### src/rtl/seq_mult_pkg.sv
// seq_mult_pkg: state encodings, display code and per-step shift amounts
// shared by the sequential 8x8 multiplier.
package seq_mult_pkg;
   typedef enum logic [1:0] {IDLE, CALC, DONE} state_t;
   localparam logic [2:0] DISP_END = 3'd4;
   localparam logic [3:0] SHIFT0 = 4'd0;
   localparam logic [3:0] SHIFT1 = 4'd4;
   localparam logic [3:0] SHIFT2 = 4'd4;
   localparam logic [3:0] SHIFT3 = 4'd8;
   function automatic logic [3:0] step_shift(input logic [1:0] idx);
      return idx == 2'd0 ? SHIFT0 : idx == 2'd1 ? SHIFT1 : idx == 2'd2 ? SHIFT2 : SHIFT3;
   endfunction
endpackage

### src/rtl/mult_4x4.sv
// mult_4x4: combinational 4x4 -> 8 bit unsigned multiplier.
module mult_4x4 (
   input  logic [3:0] a,
   input  logic [3:0] b,
   output logic [7:0] p
);
   assign p = a * b;
endmodule

### src/rtl/seq_mult_8x8.sv
// seq_mult_8x8: 8x8 unsigned multiply built from four 4x4 partial products over four cycles.
// Define SEQ_MULT_ZERO_SKIP_EN to finish immediately when either operand is zero.
module seq_mult_8x8
   import seq_mult_pkg::*;
#(
   parameter int A_W = 8,
   parameter int B_W = 8
) (
   input  logic               clk,
   input  logic               reset_n,
   input  logic               start,
   input  logic [A_W-1:0]     dataa,
   input  logic [B_W-1:0]     datab,
   output logic [A_W+B_W-1:0] product,
   output logic               done,
   output logic               busy,
   output logic [2:0]         disp_state
);
   state_t state, state_nxt;
   logic [1:0] idx, idx_nxt;
   logic [A_W-1:0] a_q, a_nxt;
   logic [B_W-1:0] b_q, b_nxt;
   logic [A_W+B_W-1:0] product_nxt, addend;
   logic [7:0] pp;
   // idx[1] picks the A nibble, idx[0] the B nibble, matching the step order
   mult_4x4 u_mult (
      .a(idx[1] ? a_q[7:4] : a_q[3:0]),
      .b(idx[0] ? b_q[7:4] : b_q[3:0]),
      .p(pp)
   );
   assign addend = {8'd0, pp} << step_shift(idx);
   always_ff @(posedge clk or negedge reset_n) begin
      if (!reset_n) begin
         state   <= IDLE;
         idx     <= '0;
         a_q     <= '0;
         b_q     <= '0;
         product <= '0;
      end else begin
         state   <= state_nxt;
         idx     <= idx_nxt;
         a_q     <= a_nxt;
         b_q     <= b_nxt;
         product <= product_nxt;
      end
   end
   always_comb begin
      state_nxt   = state;
      idx_nxt     = idx;
      a_nxt       = a_q;
      b_nxt       = b_q;
      product_nxt = product;
      case (state)
         CALC: begin
            product_nxt = product + addend;
            idx_nxt     = idx + 2'd1;
            state_nxt   = idx == 2'd3 ? DONE : CALC;
         end
         default: if (start) begin
            a_nxt       = dataa;
            b_nxt       = datab;
            product_nxt = '0;
            idx_nxt     = '0;
`ifdef SEQ_MULT_ZERO_SKIP_EN
            state_nxt   = (dataa == '0 || datab == '0) ? DONE : CALC;
`else
            state_nxt   = CALC;
`endif
         end
      endcase
   end
   assign done       = state == DONE;
   assign busy       = state == CALC;
   assign disp_state = busy ? {1'b0, idx} : DISP_END;
endmodule
### config.mk
export PLATFORM = sky130hd
export DESIGN_NAME = seq_mult_8x8
export DESIGN_NICKNAME = d
export VERILOG_FILES = /design/src/rtl/seq_mult_pkg.sv /design/src/rtl/mult_4x4.sv /design/src/rtl/seq_mult_8x8.sv
export SDC_FILE = /design/constraint.sdc
export NUM_CORES = 1
export LEC_CHECK = 0
export BUFFER_PORTS_ARGS = -buffer_cell sky130_fd_sc_hd__buf_2
export CAP_MARGIN = 25
export CORE_AREA = 2 2 87 89
export CTS_BUF_LIST = sky130_fd_sc_hd__clkbuf_2 sky130_fd_sc_hd__clkbuf_4 sky130_fd_sc_hd__clkbuf_8
export CTS_CLUSTER_DIAMETER = 50
export DETAILED_ROUTE_END_ITERATION = 12
export DIE_AREA = 0 0 89 91
export SLEW_MARGIN = 20
export SYNTH_ARGS = -nofsm -noshare
export SYNTH_HDL_FRONTEND = slang
export SYNTH_SLANG_ARGS = --single-unit
export TNS_END_PERCENT = 50
### constraint.sdc
create_clock -name clk -period 9.3 [get_ports clk]
set_input_delay 1.395 -clock clk [delete_from_list [all_inputs] [get_ports clk]]
set_output_delay 1.395 -clock clk [all_outputs]
set_load 0.02 [all_outputs]
==> summary.txt, run 1 <==
Route
  – Via-to-Cell Ratio: 5.09
  – 1st-pass router iterations: 4
  – Routed WL: 5930 µm
  – Post-DRT Antenna Nets: 0
  – Wirelength per Cell: 14.0 µm
  – Detailed-route via count: 2147
  – Residual DRC: 0
  – Starting DRC count in detailed routing: 97

Logic synthesis
  – Yosys reg bits: 36
  – Largest cells by area after synthesis: dfrtp_1 (32%), ha_1 (13%), mux2_2 (7.3%), mux2i_1 (4.0%), fa_1 (3.6%)
  – Area leader, netlist: dfrtp_1
  – Yosys cell types: 45
  – Syn Inst Count: 287
  – FFs w/ async S/R, synth: 1.00
  – Seq/Total Area, Yosys: 0.324
  – Post-synthesis net count: 340
  – Post-synth top flop: dfrtp_1
  – YS warnings: 0
  – Syn Area/Cell: 9.70 µm²
  – Yosys top cell area share: 0.324
  – Post-synth EDFFs: 0
  – Post-Syn Area: 2780 µm²

Placement
  – Post-Place Cells: 414
  – PortBufs: 39
  – DP HPWL: 4460 µm
  – RePlAce Congestion: 0.852

Setup path
  – Critical path peak fanout: 9
  – Kind of end point of the critical path: flip-flop
  – Worst-path cell chain: mux2i_1 > or2_2 > fa_1 > inv_1 > fa_1 > ha_1 > a21o_1 > a221o_1 > nor2_1 > xor2_1 > mux2_2 > nor2_1 > ha_1 > nor4_1 > o21a_1 > nor2_1 > a311oi_1 > xor2_1 > o21ai_0
  – Most common cell on crit path: nor2_1
  – Arrival time at the worst endpoint: 5.36 ns
  – Setup crit start kind: flip-flop
  – Largest stage delay, worst path: 0.57 ns
  – Critical path class: reg2reg
  – Slowest CP cell: dfrtp_1
  – Critical path data required time: 9.45 ns

CTS
  – CTS H-tree depth: 2
  – Clock sinks: 36
  – Cts bufs inserted: 5
  – Clock slew at reported path FFs: 0.09 ns
  – Clk buf depth: 2
  – CTS Root Buffer Type: clkbuf_8
  – Post-CTS Setup Inserts: 0
  – # hold bufs at CTS: 0
  – Worst skew pair latency: 0.30 ns
  – Post-cts resize count: 0
  – CTS tree: done

Floorplan
  – Row cnt: 31
  – Die area: 8100 µm²
  – Die H: 91 µm
  – Die X: 89 µm
  – Core box area: 7140 µm²
  – I/O pins: 40
  – Starting density of the core: 0.390

Finish
  – Nets@finish: 375
  – Storage cell area: 901 µm²
  – Multi-input gate area: 1790 µm²
  – Filler cells: 743
  – Share of cells above drive strength 1: 0.229
  – Ant. Diodes: 0
  – Most frequent cells in the layout: buf_2 (39), dfrtp_1 (36), ha_1 (29)
  – Post-Layout Cell Count: 422
  – Post-layout util: 0.441
  – Area grow syn2layout: 13.1%
  – Commonest non-fill, non-tap cell in the layout: buf_2

STA
  – Worst slew pin tran: 0.972 ns
  – Clk_skew: 0.00584 ns
  – Fmax: 192 MHz
  – Endpoints failing hold: 0
  – Final setup violation count: 0
  – Rel. slew slack: 0.351
  – Max-slew violations: 0
  – RSZ-0062 raised after global routing: no
  – Setup TNS Final: 0 ns
  – Period utilization: 0.560
  – Tmin final: 5.21 ns

Global route
  – Maximum number of pins on one net before global-route repair: 37
  – Gr usage total: 0.157
  – Grt total ovfl: 0
  – Vias in the first global route: 2158
  – First-pass GRT wire length: 10100 µm
  – Initial antenna violation count: 0

Job
  – Maxcap violations: 0

Min path
  – Worst hold path class: reg2reg

Outcome
  – Outcome: finished, final reports clean
==> worst paths after layout <==
check | start | to | slack [ns] | cells past startpoint
hold / removal | product[15]$_DFFE_PN0P_ | product[15]$_DFFE_PN0P_ | 0.49 | 1
setup reg to reg | idx[0]$_DFFE_PN0P_ | product[10]$_DFFE_PN0P_ | 4.09 | 19
min in group asynchronous | reset_n | product[12]$_DFFE_PN0P_ | 1.18 | 1
hold reg to reg | product[15]$_DFFE_PN0P_ | product[15]$_DFFE_PN0P_ | 0.49 | 1
setup / recovery | idx[0]$_DFFE_PN0P_ | product[10]$_DFFE_PN0P_ | 4.09 | 19
max in group asynchronous | reset_n | a_q[6]$_DFFE_PN0P_ | 7.58 | 1
==> registers in the layout, summed over array words and instances, names as in the netlist <==
signal	count
b_q	8
idx	2
product	16
a_q	8
state	2
==> logic make-up after synthesis <==
family	synth area share
adders and majority gates	0.166
DFF	0.324
xor gates and xnor gates	0.0535
buffers and inverters	0.0333
muxes	0.112
AOI/OAI and AO/OA	0.143
and+or+nand+nor	0.168
==> synthesized netlist by cell type (2+ instances only) <==
cell type	count
a211oi_1	2
a21o_1	5
a21oi_1	13
a22o_1	2
a311oi_1	2
and2_1	3
buf_2	2
clkbuf_1	7
dfrtp_1	36
fa_1	5
ha_1	29
inv_1	12
mux2_2	18
mux2i_1	11
nand2_1	14
nand2b_1	5
nand3_1	5
nand3b_1	13
nor2_1	24
nor2b_1	6
nor3_1	3
nor3b_1	2
nor4_1	2
o211ai_1	3
o21a_1	4
o21ai_0	19
o22ai_1	3
o31ai_1	2
or2_2	4
xnor2_1	10
xor2_1	7
==> worst max-delay path: cells and delay by family (launching register included) <==
kind,cells,cell delay (ns)
muxes,2,0.40
xor gates and xnor gates,2,0.39
buffers and inverters,1,0.05
AOI/OAI and AO/OA,5,1.19
DFF,1,0.57
adders and majority gates,4,1.56
and+or+nand+nor,5,0.90
==> area by class of cell <==
| cell class | count | area share |
|---|---|---|
| multi-input cells | 228 | 0.569 |
| clock inverters | 3 | 0.00755 |
| flip-flops and latches | 36 | 0.286 |
| clock buffers | 5 | 0.0219 |
| well taps | 99 | 0.0394 |
| repair buffers | 39 | 0.0620 |
| inverters | 12 | 0.0143 |
==> routing by layer <==
layer	part of all wire	track usage
met1	0.50	0.227
met3	0.023	0.0209
met2	0.46	0.243
met4	0.014	0.0448
met5	0	0
==> per-stage QoR <==
stage	hold slack [ns]	area, µm²	setup WS, ns
finish	0.492	3150	4.09
global route	0.509	3150	3.74
CTS	0.493	3150	4.12
detailed placement	0.469	3050	4.12
global placement	0.489	3050	4.16
floorplan	0.479	2780	4.56
Power of run 1 is not shown: default switching activity piles up to over one toggle a cycle in this logic, so the estimate is an artifact.
==> run 2: changes to the inputs <==
- clock period: 9.3 -> 4.4 ns (I/O delays scaled with it)
==> run 2 against run 1 <==
  * The run now ends with negative setup slack left
  * Critical endpoint unchanged
  * Global-route usage increased by 1.3 points
  * Utilization increased by 7.4 points
  * Die area unchanged
  * Final cell count increased by 10%
  * First-iteration DRC count decreased by 31%
  * Highest routed layer unchanged
  * Clock skew increased by 0.0014 ns
==> summary.txt, run 2 (same netlist as run 1, synthesis figures left out) <==
Finish
  – Commonest non-fill, non-tap cell in the layout: buf_4
  – Largest reg by FF count: product
  – Design area: 3680 µm²
  – Area grow syn2layout: 32.1%
  – Nets@finish: 418
  – Biggest regs: product x16, a_q x8, b_q x8
  – Most frequent cells in the layout: buf_4 (42), buf_2 (39), dfrtp_1 (34)
  – Share of cells above drive strength 1: 0.407
  – Largest register FFs: 16
  – Post-layout util: 0.515
  – Ant. Diodes: 0

STA
  – Fmax: 211 MHz
  – Tmin final: 4.74 ns
  – Setup TNS Final: -1.79 ns
  – Final WS setup: -0.336 ns
  – Final setup violation count: 9
  – Max-slew violations: 0
  – Worst slew pin tran: 0.984 ns
  – Rel. slew slack: 0.343
  – Clk_skew: 0.00722 ns
  – Period utilization: 1.08
  – RSZ-0062 raised after global routing: yes
  – Endpoints failing hold: 0

CTS
  – CTS H-tree depth: 2
  – Worst skew pair latency: 0.29 ns
  – Clk buf depth: 2
  – CTS tree: done
  – Clock slew at reported path FFs: 0.08 ns
  – Cts bufs inserted: 5
  – Clock sinks: 36
  – CTS Root Buffer Type: clkbuf_8
  – # hold bufs at CTS: 0

Setup path
  – Largest stage delay, worst path: 0.55 ns
  – Crit Reg-Reg Startpoint: idx[1]$_DFFE_PN0P_
  – Critical path class: reg2reg
  – Critical path peak fanout: 4
  – Arrival time at the worst endpoint: 4.87 ns
  – Crit path launch: idx[1]$_DFFE_PN0P_
  – CP delay by family, top: adder cells
  – Setup crit start kind: flip-flop
  – Buf/Inv on CP: 1
  – Worst-path cell chain: mux2i_4 > or2_4 > fa_1 > inv_2 > fa_1 > ha_1 > a21o_1 > a221o_1 > nor2_1 > xor2_1 > mux2_4 > nor2_4 > ha_4 > nor4_2 > o21a_1 > nor2_2 > a311oi_2 > xor2_1 > o21ai_1
  – Kind of end point of the critical path: flip-flop
  – Slowest CP cell: fa_1
  – Critical path data required time: 4.54 ns

Route
  – 1st-pass router iterations: 4
  – Via-to-Cell Ratio: 5.09
  – Wirelength per Cell: 14.2 µm
  – Residual DRC: 0
  – Detailed-route via count: 2367
  – Starting DRC count in detailed routing: 67
  – Post-DRT Antenna Nets: 0
  – Routed WL: 6620 µm

Global route
  – Grt peak-use layer: met2
  – Grt total ovfl: 0
  – GR Layer Usage met1: 0.255
  – Met2 Use GR: 0.260
  – Met3 Usage GRT: 0.0245
  – Gr usage total: 0.170
  – Maximum number of pins on one net before global-route repair: 37
  – Initial antenna violation count: 0
  – First-pass GRT wire length: 10900 µm
  – Vias in the first global route: 2251

Job
  – Maxcap violations: 0

Outcome
  – Failing checks: negative setup slack
  – Outcome: finished, violations left

Placement
  – Placed cell areas: 3440 µm²
  – PortBufs: 39
  – DP HPWL: 4960 µm
  – RePlAce Congestion: 0.899

Floorplan
  – Core box area: 7140 µm²
  – Die X: 89 µm
  – Die H: 91 µm
  – Starting density of the core: 0.390
  – I/O pins: 40
  – Row cnt: 31
  – Die area: 8100 µm²

Min path
  – Worst hold path class: in2async
-- run 2: changes by cell type in the layout (fill, tap and decap cells not counted), sizes merged --
cell / before / now
buf: 39 / 82
bufinv: 0 / 1
clkbuf: 5 / 6
clkinvlp: 2 / 0
-- run 2: cell type report --
| class | instances | area, µm² |
|---|---|---|
| clock buffer | 6 | 76.3 |
| tap | 99 | 124 |
| fill | 694 | 3460 |
| multi-input combinational | 228 | 1960 |
| sequential | 36 | 903 |
| timing repair buffer | 82 | 531 |
| inverter | 12 | 45.0 |
| clock inverter | 2 | 35.0 |
-- run 2: through the flow --
| step | cells | hold WS (ns) | setup slack, ns |
|---|---|---|---|
| global placement | 451 | 0.488 | -0.268 |
| finish | 465 | 0.462 | -0.336 |
| global route | 465 | 0.512 | -0.529 |
| CTS | 462 | 0.484 | -0.305 |
| floorplan | 287 | 0.364 | -0.0866 |
| detailed placement | 451 | 0.464 | -0.338 |
-- run 2: metal layers --
metal / up-vias / routed length, µm
li1: 1181 / -
met3: 5 / 198
met4: 0 / 41
met1: 1138 / 3280
met2: 43 / 3100
met5: - / 0
-- run 2: final timing paths --
kind	cells after the start	slack (ns)	end
worst max-delay path	19	-0.34	product[10]$_DFFE_PN0P_
worst min-delay path	1	0.46	product[6]$_DFFE_PN0P_
worst max register to register	19	-0.34	product[10]$_DFFE_PN0P_
worst min register to register	1	0.49	product[15]$_DFFE_PN0P_
max in group asynchronous	1	3.35	idx[0]$_DFFE_PN0P_
min in group clk	1	0.49	product[15]$_DFFE_PN0P_
-- run 2: repair_timing --
action                     4_1_cts  5_1_grt
buffers inserted                 3        3
pin swaps                       13       22
hold endpoints to repair         0        0
setup endpoints to repair        9       11
resized for setup               11        9
Power of run 2 is left out for the same reason.
==> run 3: changes to the inputs <==
- CORE_AREA: 2 2 87 89 -> 2 2 103 105
- DIE_AREA: 0 0 89 91 -> 0 0 105 107
- SKIP_CTS_REPAIR_TIMING: unset -> 1
==> run 3 against run 2 <==
  * The run still ends with negative setup slack left
  * Routed wire length is 5.0% higher
  * Utilization is 15 points lower
  * Flip-flop and latch count stayed put
  * Clock-buffer cell count fell by 1
  * Sequential share of layout area grew 0.075 points
  * First-iteration DRC count up 82%
  * Final cell count grew 6.7%
  * Via count fell by 0.97%
  * Worst hold slack is essentially flat
  * Global-route usage shrank 4.8 points
  * Largest cell class unchanged
==> summary.txt, run 3 (same netlist as run 1, synthesis figures left out) <==
STA
  – Rel. slew slack: 0.371
  – Setup TNS Final: -2.88 ns
  – Final setup violation count: 9
  – Worst slew pin tran: 0.942 ns
  – Period utilization: 1.10
  – Max-slew violations: 0
  – Clk_skew: 0.00642 ns
  – RSZ-0062 raised after global routing: yes
  – Endpoints failing hold: 0
  – Tmin final: 4.84 ns
  – Final WS setup: -0.435 ns
  – Fmax: 207 MHz

Setup path
  – Critical path class: reg2reg
  – Arrival time at the worst endpoint: 5.06 ns
  – Worst Setup EP: product[15]$_DFFE_PN0P_
  – Setup crit start kind: flip-flop
  – Worst R2R End: product[15]$_DFFE_PN0P_
  – Kind of end point of the critical path: flip-flop
  – R2R cell count: 18
  – Crit Reg-Reg Startpoint: idx[0]$_DFFE_PN0P_
  – Critical path peak fanout: 5
  – Crit path launch: idx[0]$_DFFE_PN0P_
  – Critical path data required time: 4.62 ns
  – R2R setup slack: -0.44 ns

Route
  – Via-to-Cell Ratio: 4.73
  – Post-DRT Antenna Nets: 0
  – Residual DRC: 0
  – 1st-pass router iterations: 4
  – Wirelength per Cell: 14.0 µm
  – Starting DRC count in detailed routing: 122
  – Routed WL: 6960 µm
  – Detailed-route via count: 2344

Global route
  – First-pass GRT wire length: 11000 µm
  – Initial antenna violation count: 0
  – Gr usage total: 0.122
  – Vias in the first global route: 2257
  – Grt total ovfl: 0
  – Maximum number of pins on one net before global-route repair: 37

CTS
  – CTS Root Buffer Type: clkbuf_8
  – Worst skew pair latency: 0.30 ns
  – Clock sinks: 36
  – Clk buf depth: 2
  – Clock slew at reported path FFs: 0.08 ns
  – CTS H-tree depth: 2
  – CTS tree: done
  – Cts bufs inserted: 5

Job
  – Maxcap violations: 0

Finish
  – Largest register FFs: 16
  – Ant. Diodes: 0
  – Share of cells above drive strength 1: 0.392
  – Filler cells: 1053
  – Design area: 3670 µm²
  – Nets@finish: 412
  – Area grow syn2layout: 31.7%
  – Largest reg by FF count: product
  – Multi-input gate area: 1960 µm²
  – Most frequent cells in the layout: buf_2 (39), buf_4 (36), dfrtp_1 (34)
  – Biggest regs: product x16, a_q x8, b_q x8
  – Commonest non-fill, non-tap cell in the layout: buf_2
  – Storage cell area: 903 µm²

Outcome
  – Failing checks: negative setup slack
  – Outcome: finished, violations left

Floorplan
  – Row cnt: 37
  – Core box area: 10100 µm²
  – Die X: 105 µm
  – Die H: 107 µm
  – I/O pins: 40
  – Die area: 11200 µm²
  – Starting density of the core: 0.276

Placement
  – Placed cell areas: 3450 µm²
  – DP HPWL: 5290 µm
  – RePlAce Congestion: 0.817
  – PortBufs: 39
  – DP Worst Slack: -0.355 ns

Min path
  – Worst hold path class: in2async
run 3: metal layers:
| layer | vias up | part of all wire | global-route usage |
|---|---|---|---|
| met1 | 1132 | 0.46 | 0.165 |
| met5 | - | 0 | 0 |
| met3 | 11 | 0.028 | 0.0201 |
| met4 | 0 | 0.017 | 0.0400 |
| met2 | 37 | 0.50 | 0.199 |
| li1 | 1164 | - | - |
run 3: area by class of cell:
class / count / area share
Sequential cell: 36 / 0.246
Tap cell: 136 / 0.0464
Inverter: 12 / 0.0130
Multi-Input combinational cell: 228 / 0.534
Clock buffer: 5 / 0.0188
Clock inverter: 3 / 0.0116
Timing Repair Buffer: 76 / 0.130
run 3: metrics by stage:
step	instances	hold slack, ns	utilization
2_1_floorplan	287	0.364	-
5_1_grt	496	0.532	0.363
6_report	496	0.461	0.363
4_1_cts	492	0.495	0.352
3_3_place_gp	484	0.489	0.341
3_5_place_dp	484	0.484	0.341
run 3: worst min path at each step:
stage | cells after the start | to | startpoint
6_report | 1 | a_q[2]$_DFFE_PN0P_ | reset_n
3_3_place_gp | 1 | a_q[3]$_DFFE_PN0P_ | a_q[3]$_DFFE_PN0P_
5_1_grt | 1 | a_q[2]$_DFFE_PN0P_ | reset_n
2_1_floorplan | 0 | a_q[0]$_DFFE_PN0P_ | reset_n
4_1_cts | 1 | idx[1]$_DFFE_PN0P_ | reset_n
3_5_place_dp | 1 | product[15]$_DFFE_PN0P_ | product[15]$_DFFE_PN0P_
run 3: critical path, cell delays in order (launching register included):
cell and delay, ns:
dfrtp_2 0.47, mux2i_2 0.18, or2_4 0.26, fa_1 0.55, inv_2 0.04, fa_1 0.51, ha_1 0.31, a21o_1 0.21
a221o_1 0.33, nor2_1 0.16, xor2_1 0.24, o22ai_1 0.11, ha_1 0.36, and3_1 0.20, a21oi_2 0.07, o211ai_1 0.31
xnor2_2 0.14, o21ba_1 0.18, mux2i_1 0.12
Power of run 3 is left out for the same reason.
